$ cat src/rtl/pipe_skid_buf.sv
// Elastic pipeline register: DEPTH-entry FIFO with valid/ready on both sides, synchronous flush
// and an occupancy count. All outputs come from registered state, so out_ready never reaches in_ready.
module pipe_skid_buf #(
    parameter int WIDTH      = 32,
    parameter int DEPTH      = 2,
    parameter bit CLEAR_DATA = 1'b1,
    localparam int CNT_W     = $clog2(DEPTH + 1)
) (
    input  logic             ph1,
    input  logic             reset,
    input  logic             flush,
    input  logic             in_valid,
    output logic             in_ready,
    input  logic [WIDTH-1:0] in_data,
    output logic             out_valid,
    input  logic             out_ready,
    output logic [WIDTH-1:0] out_data,
    output logic [CNT_W-1:0] count
);
    localparam int               PTR_W    = (DEPTH > 1) ? $clog2(DEPTH) : 1;
    localparam logic [PTR_W-1:0] LAST_PTR = PTR_W'(DEPTH - 1);
    localparam logic [CNT_W-1:0] FULL_CNT = CNT_W'(DEPTH);

    logic [WIDTH-1:0] r_mem [DEPTH];
    logic [PTR_W-1:0] r_rd_ptr;
    logic [PTR_W-1:0] r_wr_ptr;
    logic [CNT_W-1:0] r_count;
    logic             r_live;
    logic             w_push;
    logic             w_pop;

    // Wrap by explicit compare so non-power-of-two depths index only valid entries.
    function automatic logic [PTR_W-1:0] next_ptr(input logic [PTR_W-1:0] ptr);
        return (ptr == LAST_PTR) ? '0 : ptr + PTR_W'(1);
    endfunction

    // r_live holds in_ready low from reset assertion until the first edge after release.
    assign in_ready  = r_live & ~reset & (r_count != FULL_CNT);
    assign out_valid = (r_count != '0);
    assign out_data  = (CLEAR_DATA && !out_valid) ? '0 : r_mem[r_rd_ptr];
    assign count     = r_count;

    assign w_push = in_valid & in_ready;
    assign w_pop  = out_valid & out_ready;

    // NOTE: sequential state uses non-blocking assignments so every flop samples pre-edge values.
    always_ff @(posedge ph1 or posedge reset) begin
        if (reset) begin
            r_live   <= 1'b0;
            r_rd_ptr <= '0;
            r_wr_ptr <= '0;
            r_count  <= '0;
        end else begin
            r_live <= 1'b1;
            if (flush) begin
                r_rd_ptr <= '0;
                r_wr_ptr <= '0;
                r_count  <= '0;
            end else begin
                if (w_push) r_wr_ptr <= next_ptr(r_wr_ptr);
                if (w_pop)  r_rd_ptr <= next_ptr(r_rd_ptr);
                case ({w_push, w_pop})
                    2'b10:   r_count <= r_count + CNT_W'(1);
                    2'b01:   r_count <= r_count - CNT_W'(1);
                    default: r_count <= r_count;
                endcase
            end
        end
    end

    // NOTE: the payload array has no reset; out_valid and the empty-masking of out_data hide stale entries.
    always_ff @(posedge ph1) begin
        if (w_push && !flush) r_mem[r_wr_ptr] <= in_data;
    end
endmodule
$ cat config.mk
export PLATFORM = sky130hd
export DESIGN_NAME = pipe_skid_buf
export DESIGN_NICKNAME = d
export VERILOG_FILES = /design/src/rtl/pipe_skid_buf.sv
export SDC_FILE = /design/constraint.sdc
export NUM_CORES = 1
export LEC_CHECK = 0
export CAP_MARGIN = 20
export CELL_PAD_IN_SITES_DETAIL_PLACEMENT = 0
export CELL_PAD_IN_SITES_GLOBAL_PLACEMENT = 2
export CORE_MARGIN = 8
export CORE_UTILIZATION = 34
export CTS_BUF_LIST = sky130_fd_sc_hd__clkbuf_8
export DETAILED_ROUTE_END_ITERATION = 12
export MAX_ROUTING_LAYER = met4
export PLACE_DENSITY = 0.8
export SLEW_MARGIN = 0
export SYNTH_ARGS = -nofsm -noshare
export SYNTH_HDL_FRONTEND = slang
export SYNTH_SLANG_ARGS = --single-unit
$ cat constraint.sdc
create_clock -name ph1 -period 4.9 [get_ports ph1]
set_input_delay 1.47 -clock ph1 [delete_from_list [all_inputs] [get_ports ph1]]
set_output_delay 1.47 -clock ph1 [all_outputs]
set_load 0.1 [all_outputs]
* Word-level counts from Yosys, hierarchy flattened
Memory sizes are Yosys's and may differ from the RTL's.
Cells that the tools add are included.
W data, S select, Z words.
** Word-level totals
- Bits of input ports :: 37
- Logic and storage cells :: 34
- Memories kept :: 1
- Bits in writable memories :: 64
- Output and inout bits :: 36
- Register bits :: 5
** Operators by class
- Reductions and logical operators :: 6
- Add/sub/neg operators :: 4
- Multiplexer cells :: 11
- Bitwise gates (word level) :: 5
- Equality and inequality tests :: 3
** Memories
- r_mem :: depth 2, bits a word 32, read ports 1, clocked after memory_dff 0, wr ports 1, line 24 : logic [WIDTH-1:0] r_mem [DEPTH];
** Operators by type and width (number)
- $mux W32 :: 1
- $mux W1 :: 8
- $reduce_bool A2 Y1 :: 3
- $and A1 B1 Y1 :: 4
- $pmux W2 S2 :: 1
- $reduce_bool A3 Y1 :: 1
- $add A1 B1 Y1 const B :: 2
- $add A2 B1 Y2 const B :: 1
- $eq A2 B1 Y1 const B :: 1
- $eq A2 B2 Y1 const B :: 1
- $mux W2 :: 1
- $ne A2 B2 Y1 const B :: 1
- $sub A2 B1 Y2 const B :: 1
- $logic_and A1 B1 Y1 :: 1
- $logic_not A1 Y1 :: 1
- $not A1 Y1 :: 1

* Depth between registers and ports, before layout
Gate-level depths: netlist (run 1).
- Depth after elaboration :: 7
- Depth in mapped cells :: 4
- Mapped depth without buffers :: 3

* Worst setup path before layout (run 1)
No wires, ideal clock.
- Kind :: input to register
- Start :: input port reset
- End :: memory r_mem[1][0] (enable)
- Stages :: 2
- Arrival :: 5.056 ns
- Data required time :: 4.387 ns
- Setup time :: 0.513 ns
- Path buffers :: 0
- Slack :: -0.669 ns
- Cells stage by stage :: nand3b_4 -> nor4b_1
** On the way
- Cells in the longest elaborated chain, start to end :: 7
** RTL lines
- start: declaration :: line 10 : input logic reset,
- $not A1 Y1 :: line 38 : assign in_ready = r_live & ~reset & (r_count != FULL_CNT);
- $and A1 B1 Y1 (2 in a row) :: line 38
- $and A1 B1 Y1 :: line 43 : assign w_push = in_valid & in_ready;
- $logic_and A1 B1 Y1 :: line 73 : if (w_push && !flush) r_mem[r_wr_ptr] <= in_data;
- $mux W1 :: line 73
- $mux W1 (implied by the code) :: line 73
- end: declaration :: line 24
No other way between the ends.

* Worst setup path after layout (run 1)
- Start :: register r_count[0] (netlist: count[0])
- End :: output port out_data[1]
** On the way
- Cells in the longest elaborated chain, start to end :: 2
** RTL lines
- start: declaration :: line 27 : logic [CNT_W-1:0] r_count;
- start signal: assignment :: line 63 : 2'b10: r_count <= r_count + CNT_W'(1);
- start signal: assignment :: line 64 : 2'b01: r_count <= r_count - CNT_W'(1);
- start signal: assignment :: line 65 : default: r_count <= r_count;
- $reduce_bool A2 Y1 :: line 39 : assign out_valid = (r_count != '0);
- $mux W32 :: line 40 : assign out_data = (CLEAR_DATA && !out_valid) ? '0 : r_mem[r_rd_ptr];
- end: declaration :: line 17 : output logic [WIDTH-1:0] out_data,
No other way between the ends.

==> results.json, run 1 <==
{
  "yosys_warnings": 0,
  "cts-htree-levels": 3,
  "rsz0062_at_grt": "false",
  "post-dp-hpwl_um": 3600,
  "skew_ns": 0.00573,
  "min_path_type": "reg -> reg",
  "drt_iter0_drc": 50,
  "status": "complete, no violations",
  "period_share_pct": 85.0,
  "p_int_uw": 893,
  "wl_um": 5440,
  "syn-cell-area_um2": 2690,
  "met3_length_um": 378,
  "synth_edf_count": 64,
  "cts_resized": 0,
  "slew_headroom_pct": 34.7,
  "power_density_nw_per_um2": 331,
  "grt_pass1_wl_um": 8880,
  "ys_ff_latch": 69,
  "synth_top_area_share_pct": 71.3,
  "start_kind": "flop",
  "clockPowerShare_pct": 32.6,
  "post_cts_buffers": 0,
  "nets": 283,
  "gp_congestion": 0.644,
  "antenna_found_initial": 0,
  "r2r_setup_slack_ns": 3.12,
  "synth_most_common_cell": "edfxtp_1",
  "leakage_uw": 0.00123,
  "slowest_stage": "clkdlybuf4s50_1",
  "coreArea_um2": 7690,
  "crit_fanout": 20,
  "worstMarginPinSlew_ns": 0.976,
  "switching_share_pct": 27.4,
  "fillers": 708,
  "wl_met1_um": 2320,
  "synthTopCellsByCount": "edfxtp_1 (64), nor2_1 (36), mux2i_1 (32)",
  "ys.flop_type": "edfxtp_1",
  "ys_async_sr_fraction_pct": 7.25,
  "routed-via-count": 1595,
  "cpPeakStageDelay_ns": 1.01,
  "finalSetupTns_ns": 0,
  "hold-worst-slack_ns": 0.640,
  "top_layer": "met4",
  "slew_violations": 0,
  "crit_path_cell_trace": "nor2_2, nor2_1, clkdlybuf4s50_1",
  "drt.antenna.violating_nets": 0,
  "synth_cells": 167,
  "io_buffers": 72,
  "cts_buffers": 9,
  "die-area_um2": 11000,
  "finalHoldViolations": 0,
  "ys_types": 23,
  "wl_per_cell_um": 15.4,
  "rows": 32,
  "critPathRequiredTime_ns": 3.43,
  "worst_ep_arrival_time_ns": 2.69,
  "die_x_um": 105,
  "drive_gt1_share_pct": 16.7,
  "path_clk_slew_ns": 0.08,
  "fp.dieH_um": 105,
  "cts_tree": "built",
  "start_util_pct": 35.0,
  "overflow": 0,
  "clock-sinks": 69,
  "period_needed_ns": 4.16,
  "route.met2.wl_um": 2670,
  "cap_violations": 0,
  "crit_family": "buffers and inverters",
  "insertion_delay_ns": 0.33,
  "pwr-share-seq_pct": 53.6,
  "cts-root-buf": "clkbuf_8",
  "grt_max_degree": 33,
  "area_delta_synth_final_pct": 37.7,
  "yosys.area.top_type": "edfxtp_1",
  "clockBufferDepth": 2,
  "drcViolationCount": 0,
  "via_per_inst": 4.52,
  "path_buf_inv": 1,
  "irDropWorstVdd_mv": 0.193,
  "syn_area_per_cell_um2": 16.1,
  "power_frac_comb_pct": 13.8,
  "drtPass1Iterations": 4,
  "crit_path_end_kind": "output pin",
  "n_antenna_cell": 0,
  "grt_pass1_vias": 1755,
  "setup-violations-final": 0,
  "gr-usage-all-layers_pct": 10.6,
  "critical_path_class": "reg -> out",
  "switchingPower_uw": 337,
  "max_freq_ghz": 0.240,
  "postCtsHoldBufs": 0,
  "yosysSeqAreaShare_pct": 76.0,
  "synth_nets": 204,
  "synth.area.top_cells": "edfxtp_1 (71%), mux2i_1 (12%), nor2_1 (5.0%)",
  "ios": 73
}
## cell usage in the layout (no fill, tap or decap), types with 2 or more instances in the layout
cell type        count
clkinv_4             2
clkinvlp_4           2
dfrtp_1              4
nor2_1              35
nor3b_1              2
clkinv_2             2
clkdlybuf4s50_1     57
o21ai_0              3
buf_4               19
nand2_1              2
edfxtp_1            64
inv_1                2
mux2i_1             32
clkbuf_8             9
## path summary, 6_finish.rpt
check	start	to	depth (start not counted)
min	r_wr_ptr	r_wr_ptr	2
max reg2reg	count[1]	r_mem[1][26]	3
max in group asynchronous	reset	r_rd_ptr	2
min in group asynchronous	reset	r_live	2
max	count[0]	out_data[1]	3
min reg2reg	r_wr_ptr	r_wr_ptr	2
## worst min-delay path, stage by stage (launching register included)
cell and delay (ns):
dfrtp_1 0.43, o21ai_0 0.10, a21oi_1 0.07
## power groups by stage
stage	sequential (uW)	clock [uW]	combinational, uW
4_1_cts	659	418	172
3_3_place_gp	671	0	170
6_report	659	401	170
3_5_place_dp	672	0	172
2_1_floorplan	671	0	111
5_1_grt	659	450	179
## per-stage QoR
stage / instance area (um^2) / setup slack [ns] / instances / power, uW / util, %
after floorplan: 2710 / 0.658 / 167 / 782 / -
after global placement: 3530 / 1.01 / 337 / 842 / 46.0
final: 3710 / 0.737 / 353 / 1230 / 48.3
after CTS: 3710 / 0.650 / 353 / 1250 / 48.3
after global routing: 3710 / 0.490 / 353 / 1290 / 48.3
after detailed placement: 3530 / 0.998 / 337 / 844 / 46.0
## layer usage
layer	track usage (%)	up-vias
met1	11.8	756
met2	16.6	54
li1	-	777
met4	3.98	0
met5	-	-
met3	4.61	8
## flip-flops by register name, indices dropped and copies added (netlist names)
signal,count
count,2
r_wr_ptr,1
r_live,1
r_rd_ptr,1
r_mem,64
## cells by family (layout without fill, tap and decap cells)
kind of cell,Yosys count,in the layout,share of synthesized area (%)
and+or+nand+nor,47,47,8.27
AOI/OAI and AO/OA,7,7,1.67
DFF,69,69,76.0
xor gates and xnor gates,1,1,0.325
buffers and inverters,10,94,1.72
other,1,1,0.139
muxes,32,32,11.9
## area by class of cell
cell class / instances / area, um^2 / area share (%)
Clock inverter: 7 / 51.3 / 1.38
Sequential cell: 69 / 2050 / 55.2
Tap cell: 102 / 128 / 3.44
Clock buffer: 9 / 124 / 3.34
Inverter: 2 / 7.51 / 0.202
Timing Repair Buffer: 76 / 713 / 19.2
Multi-Input combinational cell: 88 / 638 / 17.2
(Power assumes the default switching activity.)
==> run 2, diff against run 1 <==
clock period = 4.3 ns   (was 4.9 ns; I/O delays follow)
==> run 2 against run 1 <==
  * Routed wire length is 2.0% lower
  * Utilization hardly changed
  * Power is 22% higher
  * Sequential share of layout area hardly changed
  * Clock skew is 0.0022 ns higher
  * Sequential power is 14% higher
  * Critical endpoint is now in_ready
  * Largest power group unchanged
  * Highest routed layer unchanged
==> results.json, run 2 (synthesis results as in run 1) <==
{
  "critPathRequiredTime_ns": 3.01,
  "slew_violations": 0,
  "final_cell_mix": "edfxtp_1 (64), clkdlybuf4s50_1 (38), buf_4 (36), nor2_1 (35), mux2i_1 (32)",
  "gp_congestion": 0.679,
  "drt.antenna.violating_nets": 0,
  "nets": 282,
  "insertion_delay_ns": 0.33,
  "hold-worst-slack_ns": 0.650,
  "overflow": 0,
  "setup-violations-final": 0,
  "drtPass1Iterations": 4,
  "met3_length_um": 228,
  "antenna_found_initial": 0,
  "final_common_cell": "edfxtp_1",
  "gr-usage-all-layers_pct": 10.3,
  "crit_fanout": 3,
  "finalSetupTns_ns": 0,
  "finalHoldViolations": 0,
  "wl_per_cell_um": 15.1,
  "cts-htree-levels": 3,
  "critPathLaunch": "reset",
  "clock-sinks": 69,
  "rows": 32,
  "area_delta_synth_final_pct": 37.6,
  "grt_pass1_vias": 1747,
  "crit_path_end_kind": "output pin",
  "grt_pass1_wl_um": 8610,
  "post-dp-hpwl_um": 3440,
  "clockBufferDepth": 2,
  "drive_gt1_share_pct": 23.2,
  "start_kind": "input pin",
  "post_cts_buffers": 0,
  "ios": 73,
  "routed-via-count": 1600,
  "skew_ns": 0.00791,
  "largest_reg_flops": 64,
  "critical_path_class": "in -> out",
  "r2r_setup_slack_ns": 2.50,
  "r2r-end": "r_mem[1][23]",
  "via_per_inst": 4.55,
  "io_buffers": 72,
  "period_share_pct": 81.7,
  "place_inst": 336,
  "cts_buffers": 9,
  "route.met2.wl_um": 2620,
  "reg2reg_from": "count[1]",
  "drcViolationCount": 0,
  "cts_resized": 0,
  "grt_max_degree": 34,
  "drt_iter0_drc": 40,
  "crit_end": "in_ready",
  "worst_ep_arrival_time_ns": 2.22,
  "min_path_type": "reg -> reg",
  "utilization_pct": 48.2,
  "top_layer": "met4",
  "status": "complete, no violations",
  "path_clk_slew_ns": 0.07,
  "irDropWorstVdd_mv": 0.181,
  "preCtsSetupSlack_ns": 0.784,
  "postCtsHoldBufs": 0,
  "slew_headroom_pct": 34.5,
  "setup_slack_ns": 0.788,
  "power_density_nw_per_um2": 405,
  "max_freq_ghz": 0.285,
  "fp.dieH_um": 105,
  "wl_um": 5330,
  "coreArea_um2": 7690,
  "cap_violations": 0,
  "rsz0062_at_grt": "false",
  "wl_met1_um": 2460,
  "worstMarginPinSlew_ns": 0.983,
  "top_register": "r_mem",
  "final-instance-count-excl-fill": 352,
  "period_needed_ns": 3.51,
  "r2r_cells": 3,
  "leakage_uw": 0.00129,
  "fillers": 698,
  "start_util_pct": 35.0,
  "die-area_um2": 11000,
  "die_x_um": 105,
  "n_antenna_cell": 0,
  "cts-root-buf": "clkbuf_8",
  "cts_tree": "built"
}
==> run 2: cell count changes in the layout (fill, tap and decap cells not counted), moves of 2 or more <==
cell / change
clkdlybuf4s50_1: -19
buf_4: +17
bufinv_16: +2
clkinv_2: -2
==> run 2: where the power goes <==
part / internal (uW) / leakage [uW] / total, uW / switching (uW)
clock: 323 / 0.000104 / 557 / 234
sequential: 742 / 0.000643 / 753 / 11.0
combinational: 63.1 / 0.000539 / 190 / 127
==> run 2: cell type report <==
| type | instances | area (um^2) | share of cell area, % |
|---|---|---|---|
| clock buffer | 9 | 124 | 3.34 |
| clock inverter | 7 | 91.3 | 2.46 |
| inverter | 2 | 7.51 | 0.202 |
| multi-input combinational | 88 | 638 | 17.2 |
| sequential | 69 | 2050 | 55.2 |
| tap | 102 | 128 | 3.44 |
| timing repair buffer | 75 | 671 | 18.1 |
==> run 2: worst min-delay path by stage <==
stage	startpoint	endpoint	slack (ns)	cells after the start
global route	r_wr_ptr	r_wr_ptr	0.69	2
global placement	r_wr_ptr	r_wr_ptr	0.61	2
CTS	r_wr_ptr	r_wr_ptr	0.65	2
floorplan	r_wr_ptr	r_wr_ptr	0.55	2
finish	r_wr_ptr	r_wr_ptr	0.65	2
detailed placement	r_wr_ptr	r_wr_ptr	0.64	2
==> run 2: layer usage <==
layer  global-route usage, %  vias up
li1                        -      773
met1                    11.2      777
met2                    16.4       48
met3                    3.99        2
met4                    4.59        0
met5                       -        -
==> run 2: worst max-delay path, cell delays in order <==
cell             delay, ns
clkdlybuf4s50_1       0.45
nor3b_2               0.27
buf_12                0.21
==> run 2: metrics by stage <==
stage / cell area [um^2] / total power, uW
4_1_cts: 3710 / 1520
6_report: 3710 / 1500
5_1_grt: 3710 / 1560
3_3_place_gp: 3490 / 958
2_1_floorplan: 2710 / 891
3_5_place_dp: 3490 / 961
